## src/rtl/peripheral_pkg.sv

```systemverilog
// Shared types and constants for the operand-entry / result-output peripherals.
// Byte indexing (byte k = bits [8k+7:8k]) is common to both sides.
package peripheral_pkg;

    localparam int BYTE_W = 8;
    localparam int IDX_W  = 4;
    localparam int GAP_W  = 8;

    typedef enum logic [1:0] {
        ST_IDLE = 2'd0,
        ST_SEND = 2'd1,
        ST_GAP  = 2'd2,
        ST_FIN  = 2'd3
    } put_state_e;

endpackage

```

## src/rtl/peripheral_putresult.sv

```systemverilog
// Captures one result word and streams it LSB-first to an 8-bit valid/ready consumer,
// tagging each byte with its index and optionally idling GAP cycles between bytes.
//
// state | meaning
// ------+--------------------------------------------------------------
// IDLE  | waiting for start; result sampled on the accepted start
// SEND  | byte cnt presented with outvalid, held until outready
// GAP   | idle spacing after a non-final byte, GAP cycles long
// FIN   | one-cycle done pulse, then back to IDLE
module peripheral_putresult
    import peripheral_pkg::*;
#(
    parameter int DATA_W = 32,
    parameter int GAP    = 0
) (
    input  logic                 clk,
    input  logic                 reset,
    input  logic                 start,
    input  logic [DATA_W-1:0]    result,
    output logic [BYTE_W-1:0]    outdata,
    output logic                 outvalid,
    input  logic                 outready,
    output logic [IDX_W-1:0]     dataoutput_o,
    output logic                 busy,
    output logic                 done
);

    localparam int               NBYTES   = DATA_W / BYTE_W;
    localparam logic [IDX_W-1:0] LAST_IDX = IDX_W'(NBYTES - 1);
    localparam logic [GAP_W-1:0] GAP_LOAD = GAP_W'(GAP);

    put_state_e          state_q, state_d;
    logic [DATA_W-1:0]   shift_q, shift_d;
    logic [IDX_W-1:0]    cnt_q, cnt_d;
    logic [GAP_W-1:0]    gap_q, gap_d;
    logic                busy_q, busy_d;

    always_ff @(posedge clk or posedge reset) begin
        if (reset) begin
            state_q <= ST_IDLE;
            shift_q <= '0;
            cnt_q   <= '0;
            gap_q   <= '0;
            busy_q  <= 1'b0;
        end else begin
            state_q <= state_d;
            shift_q <= shift_d;
            cnt_q   <= cnt_d;
            gap_q   <= gap_d;
            busy_q  <= busy_d;
        end
    end

    always_comb begin
        state_d = state_q;
        shift_d = shift_q;
        cnt_d   = cnt_q;
        gap_d   = gap_q;
        unique case (state_q)
            ST_IDLE: begin
                if (start) begin
                    shift_d = result;
                    cnt_d   = '0;
                    state_d = ST_SEND;
                end
            end
            ST_SEND: begin
                if (outready) begin
                    if (cnt_q == LAST_IDX) begin
                        state_d = ST_FIN;
                    end else begin
                        cnt_d   = cnt_q + IDX_W'(1);
                        shift_d = shift_q >> BYTE_W;
                        if (GAP > 0) begin
                            gap_d   = GAP_LOAD;
                            state_d = ST_GAP;
                        end
                    end
                end
            end
            ST_GAP: begin
                // down-counter: leave on the cycle the terminal count is reached
                if (gap_q <= GAP_W'(1)) begin
                    gap_d   = '0;
                    state_d = ST_SEND;
                end else begin
                    gap_d = gap_q - GAP_W'(1);
                end
            end
            ST_FIN: begin
                state_d = ST_IDLE;
            end
            default: begin
                state_d = ST_IDLE;
            end
        endcase
    end

    assign busy_d = (state_d == ST_SEND) || (state_d == ST_GAP);

    always_comb begin
        outvalid     = (state_q == ST_SEND);
        outdata      = outvalid ? shift_q[BYTE_W-1:0] : '0;
        dataoutput_o = outvalid ? cnt_q : '0;
        done         = (state_q == ST_FIN);
        busy         = busy_q;
    end

endmodule

```

## config.mk

```make
export PLATFORM = sky130hd
export DESIGN_NAME = peripheral_putresult
export DESIGN_NICKNAME = d
export VERILOG_FILES = /design/src/rtl/peripheral_pkg.sv /design/src/rtl/peripheral_putresult.sv
export SDC_FILE = /design/constraint.sdc
export NUM_CORES = 1
export LEC_CHECK = 0
export BUFFER_PORTS_ARGS = -buffer_cell sky130_fd_sc_hd__clkbuf_2
export CAP_MARGIN = 20
export CELL_PAD_IN_SITES_DETAIL_PLACEMENT = 0
export CELL_PAD_IN_SITES_GLOBAL_PLACEMENT = 1
export CORE_MARGIN = 1.5
export CORE_UTILIZATION = 48
export CTS_BUF_LIST = sky130_fd_sc_hd__clkbuf_8
export CTS_CLUSTER_DIAMETER = 50
export CTS_CLUSTER_SIZE = 28
export DETAILED_ROUTE_END_ITERATION = 6
export GPL_ROUTABILITY_DRIVEN = 1
export GPL_TIMING_DRIVEN = 0
export PLACE_DENSITY_LB_ADDON = 0.15
export SLEW_MARGIN = 20
export SYNTH_ARGS = -nofsm -noshare
export SYNTH_HDL_FRONTEND = slang
export SYNTH_SLANG_ARGS = --single-unit
export TNS_END_PERCENT = 20
```

## constraint.sdc

```tcl
create_clock -name clk -period 5.61 [get_ports clk]
set_input_delay 0.2805 -clock clk [delete_from_list [all_inputs] [get_ports clk]]
set_output_delay 0.2805 -clock clk [all_outputs]
set_load 0.005 [all_outputs]
```

==> results.toml, run 1 <==
[power_and_ir_drop]
p_total_mw = 1.386
p_per_area_nw_per_um2 = 462.7
cellLeakagePower_nw = 1.503
peakVddDrop_mv = 0.1825

[final_layout]
drive_gt1_share_pct = 43.38
final_cell_count_no_fill = 342
syn_to_final_growth_pct = 19.35
nets = 310
n_antenna_cell = 0

[synth]
syn_area_per_cell_um2 = 11.83
synth.most_common_cell = "dfrtp_1"
ys.flop_type = "dfrtp_1"
syn_nets = 251
synth_top_area_share_pct = 46.88
yosysSeqAreaShare_pct = 46.88
async_reset_ff_share_pct = 100.0
yosysWarnings = 0
netlist-cell-type-count = 38
synth_commonest_cells = "dfrtp_1 (47), mux2_2 (24), nand2_1 (23), mux2_4 (19), o21ai_0 (17)"
syn_area_um2 = 2509
synth-edff-count = 0
ys_top_cells_by_area = "dfrtp_1 (47%), mux2_4 (11%), mux2_2 (11%)"
syn_inst = 212
synth_seq_cells = 47
synth_largest_area_cell = "dfrtp_1"

[timing]
drv_slew = 0
relSlewSlack_pct = 65.67
rsz0062_at_grt = "no"
max_freq_ghz = 0.4437
fin_worst_skew_ns = 0.008847
setup_ws_ns = 3.356
setup_viol = 0
holdWs_ns = 0.1861
period_share_pct = 40.18
worstMarginPinSlew_ns = 0.5142
hold_viol = 0
period_minus_slack_ns = 2.254
final.setup.tns_ns = 0

[detailed_routing]
drtAntennaViolNets = 0
vias = 1739
wl_mm = 4.884
routedWlPerCell_um = 14.28
drtPass1Iterations = 4
drt_iter0_markers = 66
drc_errors = 0
viasPerCell = 5.085

[die]
core_um2 = 5075
initial_core_util_pct = 49.43
die_y_um = 75.30
num_rows = 26
die_w_um = 75.30
io_pins = 51
dieArea_um2 = 5669

[worst_setup_path]
setup.worst_path.class = "reg2out"
ff2ff_setup_slack_ns = 3.70
arrival_ns = 1.97
crit_required_ns = 5.33
rr_worst_depth = 6
r2r_end = "shift_q[13]"
cpMaxStageDelayCell = "dfrtp_1"
r2r_start = "cnt_q[0]"
cp.depth = 7
crit_fanout = 10
slowest_delay_ns = 0.38
cp_num_buf_inv = 5
startpoint = "state_q[1]"
endpoint = "outdata[5]"
cp-start-kind = "flop"
crit_family = "buffers and inverters"
path_cells = "buf_4, nor2b_1, buf_4, buf_2, buf_2, and2_1, clkbuf_2"
endpoint_kind = "primary output"

[clock_network]
post-cts-setup-buffer-count = 0
cts_tree = "built"
holdBufCountCts = 1
insertion_delay_ns = 0.30
cts_max_path_buffers = 2
cts_max_level = 2
cts-resized-gates = 0
clkSlewWorstSetupHoldPaths_ns = 0.09
root_buffer = "clkbuf_8"
numCtsBuffers = 5
cts_sinks = 47

[placed_design]
gp_congestion = 0.7266
dp.final_hpwl_mm = 3.585
port_buffers = 50
place_inst = 333
place_ws_ns = 3.640

[grt]
grt_overflow = 0
grt_pass1_vias = 1695
grt_pass1_wl_mm = 8.169
antenna_found_initial = 0
grt_max_degree = 26
track_usage_pct = 19.10

[hold_path]
hp-class = "in2reg"

[status]
status = "complete, no violations"

[flow_run]
max_cap_viol_count = 0
-- registers in the layout, indices dropped and copies added, names as in the netlist --
signal / cells
shift_q: 32
state_q: 2
gap_q: 8
cnt_q: 4
busy: 1
-- power by group --
| part | switching (mW) | internal [mW] |
|---|---|---|
| clock | 0.115 | 0.144 |
| sequential | 0.0675 | 0.444 |
| combinational | 0.261 | 0.354 |
| total | 0.443 | 0.942 |
-- worst min-delay path, delay by kind of cell --
| kind | cells | cell delay, ns |
|---|---|---|
| compound gates | 1 | 0.05 |
| buf+inv | 1 | 0.08 |
| simple gates | 1 | 0.04 |
-- how the worst min path moves through the flow --
stage          slack, ns        start  cells past startpoint     endpoint
2_1_floorplan       0.40   result[24]                      2  shift_q[24]
3_3_place_gp        0.47  shift_q[23]                      1  shift_q[23]
3_5_place_dp        0.33        reset                      2  shift_q[31]
4_1_cts             0.17   result[29]                      3  shift_q[29]
5_1_grt             0.18   result[30]                      3  shift_q[30]
6_report            0.19   result[29]                      3  shift_q[29]
-- area by class of cell --
type                    instances  area (um2)
flip-flops and latches         47        1176
multi-input cells             146        1212
well taps                      70       87.58
inverters                       6       22.52
fillers                       460        2081
plain buffers                  13       97.59
repair buffers                 52       280.3
clock buffers                   6       82.58
clock inverters                 2       35.03
-- placed cells by master (no fill, tap or decap), drive strengths merged, types with 3 or more instances in the layout --
| cell type | synthesis | layout |
|---|---|---|
| clkbuf | 4 | 60 |
| mux2 | 49 | 49 |
| dfrtp | 47 | 47 |
| nand2 | 23 | 23 |
| o21ai | 20 | 20 |
| and2 | 14 | 14 |
| buf | 9 | 10 |
| inv | 6 | 6 |
| nor3 | 5 | 5 |
| or3 | 5 | 5 |
| mux2i | 4 | 4 |
| nand3 | 3 | 3 |
| ha | 3 | 3 |
-- routing by layer --
| layer | vias to the layer above | routed length, um | track usage, % |
|---|---|---|---|
| met5 | - | 0 | 0 |
| met4 | 0 | 56 | 6.746 |
| met3 | 6 | 152 | 4.365 |
| met2 | 35 | 2429 | 31.48 |
| met1 | 843 | 2246 | 24.85 |
| li1 | 855 | - | - |
-- cells by family (layout without fill, tap and decap cells) --
logic type / Yosys count / count (layout) / synth area share (%)
AO/OA/AOI/OAI: 24 / 24 / 5.187
multiplexers: 53 / 53 / 26.43
AND/OR/NAND/NOR: 66 / 66 / 15.21
flip-flops: 47 / 47 / 46.88
adder cells (fa/ha/maj): 3 / 3 / 1.496
buffers and inverters: 19 / 79 / 4.787
-- through the flow --
step	utilization (%)	area, um2
final	59.00	2994
after global placement	56.09	2846
after detailed placement	56.48	2867
after CTS	59.00	2994
after floorplan	-	2509
after global routing	59.00	2994
(Power assumes the default switching activity.)
==> inputs of run 2 (changes only) <==
Settings changed: ABC_AREA set to 1, CORE_UTILIZATION 48 to 40.
Clock period 5.61 ns to 2.32 ns, I/O delays scaled along.
==> run 2 against run 1 <==
Against the previous run: largest power group unchanged; non-clock buffer count decreased by 1; worst hold slack got worse by 0.17 ns; via count grew 22%; largest cell class is now flip-flops and latches; area after synthesis fell by 4.5%; wire length increased by 12%.
==> results.toml, run 2 <==
[hold_path]
worstHoldPathCells = 3
hp-class = "in2reg"
min-delay-start = "result[25]"
hold_end = "shift_q[25]"

[placed_design]
dp.final_hpwl_mm = 4.060
gp_congestion = 0.8096
port_buffers = 50

[grt]
grt_pass1_vias = 1984
antenna_found_initial = 0
grt.met2_usage_pct = 29.83
track_usage_pct = 19.06
grt_max_degree = 25
grt_use_met1_pct = 26.36
grt_busiest_layer = "met2"
globalRouteMet3Util_pct = 4.659
grt_pass1_wl_mm = 9.377
grt_overflow = 0

[detailed_routing]
wl_mm = 5.462
drt_iter0_markers = 102
routedWlPerCell_um = 12.00
vias = 2117
viasPerCell = 4.653
drtPass1Iterations = 4
drtAntennaViolNets = 0
drc_errors = 0

[timing]
setup_viol = 0
max_freq_ghz = 0.5580
period_minus_slack_ns = 1.792
worstMarginPinSlew_ns = 0.5445
rsz0062_at_grt = "no"
hold_viol = 0
fin_worst_skew_ns = 0.01190
final.setup.tns_ns = 0
relSlewSlack_pct = 63.65
drv_slew = 0
period_share_pct = 77.24

[die]
core_um2 = 5851
dieArea_um2 = 6463
initial_core_util_pct = 40.95
die_y_um = 80.40
io_pins = 51
die_w_um = 80.40
num_rows = 28

[worst_setup_path]
cpMaxStageDelayCell = "dfrtp_1"
cp-start-kind = "flop"
r2r_end = "shift_q[15]"
crit_family = "buffers and inverters"
r2r_start = "cnt_q[0]"
path_cells = "nor2_4, inv_2, buf_4, buf_2, nor2_1, clkbuf_2"
setup.worst_path.class = "reg2out"
cp_num_buf_inv = 4
slowest_delay_ns = 0.45
crit_required_ns = 2.20
rr_worst_depth = 6
crit_fanout = 10
arrival_ns = 1.68
ff2ff_setup_slack_ns = 0.75
endpoint_kind = "primary output"

[clock_network]
root_buffer = "clkbuf_8"
insertion_delay_ns = 0.30
cts_max_level = 2
cts_max_path_buffers = 2
cts_tree = "built"
clkSlewWorstSetupHoldPaths_ns = 0.09
cts-resized-gates = 0
cts_sinks = 47
numCtsBuffers = 5

[synth]
synth-edff-count = 0
synth_seq_cells = 47
yosysSeqAreaShare_pct = 49.09
yosysWarnings = 0
syn_area_per_cell_um2 = 7.488
syn_inst = 320
syn_area_um2 = 2396
synth_largest_area_cell = "dfrtp_1"
async_reset_ff_share_pct = 100.0
netlist-cell-type-count = 21
synth_top_area_share_pct = 49.09
ys_top_cells_by_area = "dfrtp_1 (49%), nand2_1 (13%), o21ai_0 (12%)"
synth.most_common_cell = "nand2_1"
synth_commonest_cells = "nand2_1 (85), o21ai_0 (58), inv_1 (51), dfrtp_1 (47), nor2_1 (35)"
ys.flop_type = "dfrtp_1"
syn_nets = 359

[final_layout]
regArea_um2 = 1176
mostFrequentLayoutCell = "nand2_1"
multi_input_area_um2 = 943.4
drive_gt1_share_pct = 20.53
nets = 418
fillers = 609
reg_top3 = "shift_q (32), gap_q (8), cnt_q (4)"
regMostFlops = "shift_q"
syn_to_final_growth_pct = 20.52
n_antenna_cell = 0
mostFrequentLayoutCells = "nand2_1 (85), o21ai_0 (58), clkbuf_2 (53)"
fin_util_pct = 49.36
largest_reg_flops = 32

[power_and_ir_drop]
peakVddDrop_mv = 0.4668
p_per_area_nw_per_um2 = 1257
cellLeakagePower_nw = 1.503
p_total_mw = 3.631

[flow_run]
max_cap_viol_count = 0

[status]
status = "complete, no violations"
## run 2: area by class of cell
type	count	share of cell area, %
clock inverters	2	1.213
flip-flops and latches	47	40.73
clock buffers	6	2.860
well taps	75	3.250
repair buffers	52	9.705
inverters	53	6.889
plain buffers	12	2.686
multi-input cells	208	32.67
## run 2: where the power goes
group / switching [mW] / internal, mW / total [mW]
combinational: 1.10 / 0.633 / 1.73
sequential: 0.145 / 1.13 / 1.27
clock: 0.281 / 0.349 / 0.630
## run 2: logic make-up after synthesis
logic type	synth area share [%]
adders and majority gates	1.567
and+or+nand+nor	23.39
AOI/OAI and AO/OA	13.68
buffers and inverters	11.54
DFF	49.09
xor gates and xnor gates	0.7312
## run 2: worst max path at each step
stage	start	end	slack, ns	cells after the start
floorplan	cnt_q[0]	shift_q[11]	0.99	6
global placement	reset	cnt_q[3]	0.37	2
detailed placement	cnt_q[0]	shift_q[21]	0.75	6
CTS	state_q[1]	dataoutput_o[2]	0.50	6
global route	state_q[1]	outdata[4]	0.40	6
finish	state_q[1]	dataoutput_o[2]	0.53	6
## run 2: tightest hold or removal path: stages
cell      delay (ns)
clkbuf_2        0.07
nand2_1         0.04
o21ai_0         0.06
## run 2: repair_timing
action,CTS,global route
hold buffers,1,0
setup buffers,0,0
hold endpoints to repair,23,0
## run 2: stage by stage
| stage | hold WS (ns) | area [um2] | setup WS (ns) | std cells |
|---|---|---|---|---|
| after floorplan | 0.2370 | 2396 | 0.9862 | 320 |
| after global placement | 0.3239 | 2740 | 0.3699 | 445 |
| after detailed placement | 0.1813 | 2760 | 0.7491 | 446 |
| after CTS | 0.01351 | 2888 | 0.5007 | 455 |
| after global routing | 0.01803 | 2888 | 0.3960 | 455 |
| final | 0.02007 | 2888 | 0.5280 | 455 |
## run 2: per-layer routing
metal	part of all wire, %	up-vias	wire (um)
met1	49	962	2680
met4	0.93	0	51
met5	0	-	0
met3	4.3	4	237
li1	-	1103	-
met2	46	48	2492
==> inputs of run 3 (changes only) <==
Settings changed: CORE_UTILIZATION 40 to 36.
Clock period 2.32 ns to 1.5 ns, I/O delays scaled along.
==> run 3 against run 2 <==
Against the previous run: core utilization is 0.73 points lower; largest cell class unchanged; sequential share of layout area down 2.8 points; non-clock buffer count up 15; critical path type unchanged.
==> results.toml, run 3 (synthesized netlist as in run 2, its figures left out) <==
[detailed_routing]
wl_mm = 5.877
drt_iter0_markers = 69
routedWlPerCell_um = 12.48
drc_errors = 0
maxUsedRoutingLayer = "met4"
vias = 2192
wl_met1_mm = 2.964
drtAntennaViolNets = 0
dr_wl_met2_mm = 2.605
drtPass1Iterations = 4
viasPerCell = 4.654
dr_wl_met3_um = 238

[power_and_ir_drop]
p_per_area_nw_per_um2 = 1947
cellLeakagePower_nw = 1.572
peakVddDrop_mv = 1.081
p_total_mw = 6.045

[clock_network]
insertion_delay_ns = 0.30
cts_sinks = 47
cts_max_path_buffers = 2
clkSlewWorstSetupHoldPaths_ns = 0.09
cts_tree = "built"
cts_max_level = 2
numCtsBuffers = 5
root_buffer = "clkbuf_8"

[timing]
relSlewSlack_pct = 57.87
rsz0062_at_grt = "yes"
holdWs_ns = 0.08750
worstMarginPinSlew_ns = 0.6310
setup_viol = 0
period_minus_slack_ns = 1.438
drv_slew = 0
period_share_pct = 95.89
hold_viol = 0
fin_worst_skew_ns = 0.008402
max_freq_ghz = 0.6952

[placed_design]
dp.final_hpwl_mm = 4.176
gp_congestion = 0.7866
port_buffers = 50

[final_layout]
mostFrequentLayoutCell = "nand2_1"
largest_reg_flops = 32
nets = 433
regMostFlops = "shift_q"
reg_top3 = "shift_q (32), gap_q (8), cnt_q (4)"
mostFrequentLayoutCells = "nand2_1 (85), o21ai_0 (56), clkbuf_2 (52)"
drive_gt1_share_pct = 23.35
syn_to_final_growth_pct = 29.61
n_antenna_cell = 0

[hold_path]
hp-class = "in2reg"
min-delay-start = "result[7]"
hold_end = "shift_q[7]"
worstHoldPathCells = 5

[worst_setup_path]
r2r_end = "shift_q[18]"
path_cells = "nor2_4, inv_8, buf_8, nor2_1, clkbuf_2"
cpMaxStageDelayCell = "dfrtp_2"
crit_required_ns = 1.42
r2r_start = "state_q[1]"
setup.worst_path.class = "reg2out"
cp-start-kind = "flop"
endpoint_kind = "primary output"
crit_fanout = 10
arrival_ns = 1.36
ff2ff_setup_slack_ns = 0.07
rr_worst_depth = 6
slowest_delay_ns = 0.44

[die]
initial_core_util_pct = 37.52
die_y_um = 84.58
die_w_um = 84.58
io_pins = 51
dieArea_um2 = 7154
core_um2 = 6386
num_rows = 29

[status]
status = "complete, no violations"

[grt]
grt_overflow = 0
grt_pass1_wl_mm = 9.887
grt_max_degree = 27
antenna_found_initial = 0
track_usage_pct = 17.34
grt_pass1_vias = 2129

[flow_run]
max_cap_viol_count = 0
## run 3: timing repair
action                                  in CTS  in global routing
hold endpoints to repair                    33                  0
hold buffers                                 9                  0
buffers inserted                             2                  6
resized for setup                            8                 22
pin swaps                                    1                  3
endpoints found under the setup margin      47                 46
## run 3: worst max path at each step
| stage | end | depth (start not counted) | slack, ns | from |
|---|---|---|---|---|
| global route | gap_q[6] | 8 | -0.03 | gap_q[0] |
| detailed placement | shift_q[14] | 6 | -0.08 | cnt_q[0] |
| floorplan | shift_q[11] | 6 | 0.17 | cnt_q[0] |
| CTS | shift_q[18] | 7 | 0.02 | cnt_q[0] |
| finish | outdata[3] | 5 | 0.06 | state_q[1] |
| global placement | shift_q[1] | 2 | -0.43 | reset |
## run 3: final cells by class
| class | count | area, um2 |
|---|---|---|
| fill | 679 | 3281 |
| multi-input combinational | 208 | 982.2 |
| timing repair buffer | 68 | 431.7 |
| clock buffer | 5 | 68.82 |
| clock inverter | 2 | 33.78 |
| tap | 77 | 96.34 |
| inverter | 53 | 210.2 |
| sequential | 47 | 1179 |
| buffer | 11 | 103.9 |
## run 3: where the power goes
group	switching, mW	internal, mW	total [mW]
clock	0.440	0.483	0.922
combinational	1.90	1.28	3.18
sequential	0.203	1.74	1.95
## run 3: stage by stage
stage / setup TNS [ns] / util (%) / cell area [um2] / cells / worst slack [ns]
floorplan: 0 / - / 2396 / 320 / 0.1662
finish: 0 / 48.63 / 3105 / 471 / 0.06163
global placement: -20.65 / 42.95 / 2743 / 447 / -0.4280
CTS: 0 / 46.90 / 2995 / 465 / 0.01960
global route: -0.02949 / 48.63 / 3105 / 471 / -0.02655
detailed placement: -1.255 / 43.38 / 2770 / 448 / -0.08158
## run 3: per-layer routing
layer / track usage, % / up-vias
met1: 23.84 / 995
met5: 0 / -
met4: 4.839 / 0
met3: 3.245 / 7
met2: 28.14 / 48
li1: - / 1142
## run 3: critical path: cells and delay by family, from the launching register on
kind          cells  cell delay [ns]
flops             1             0.44
buf+inv           3             0.34
simple gates      2             0.29
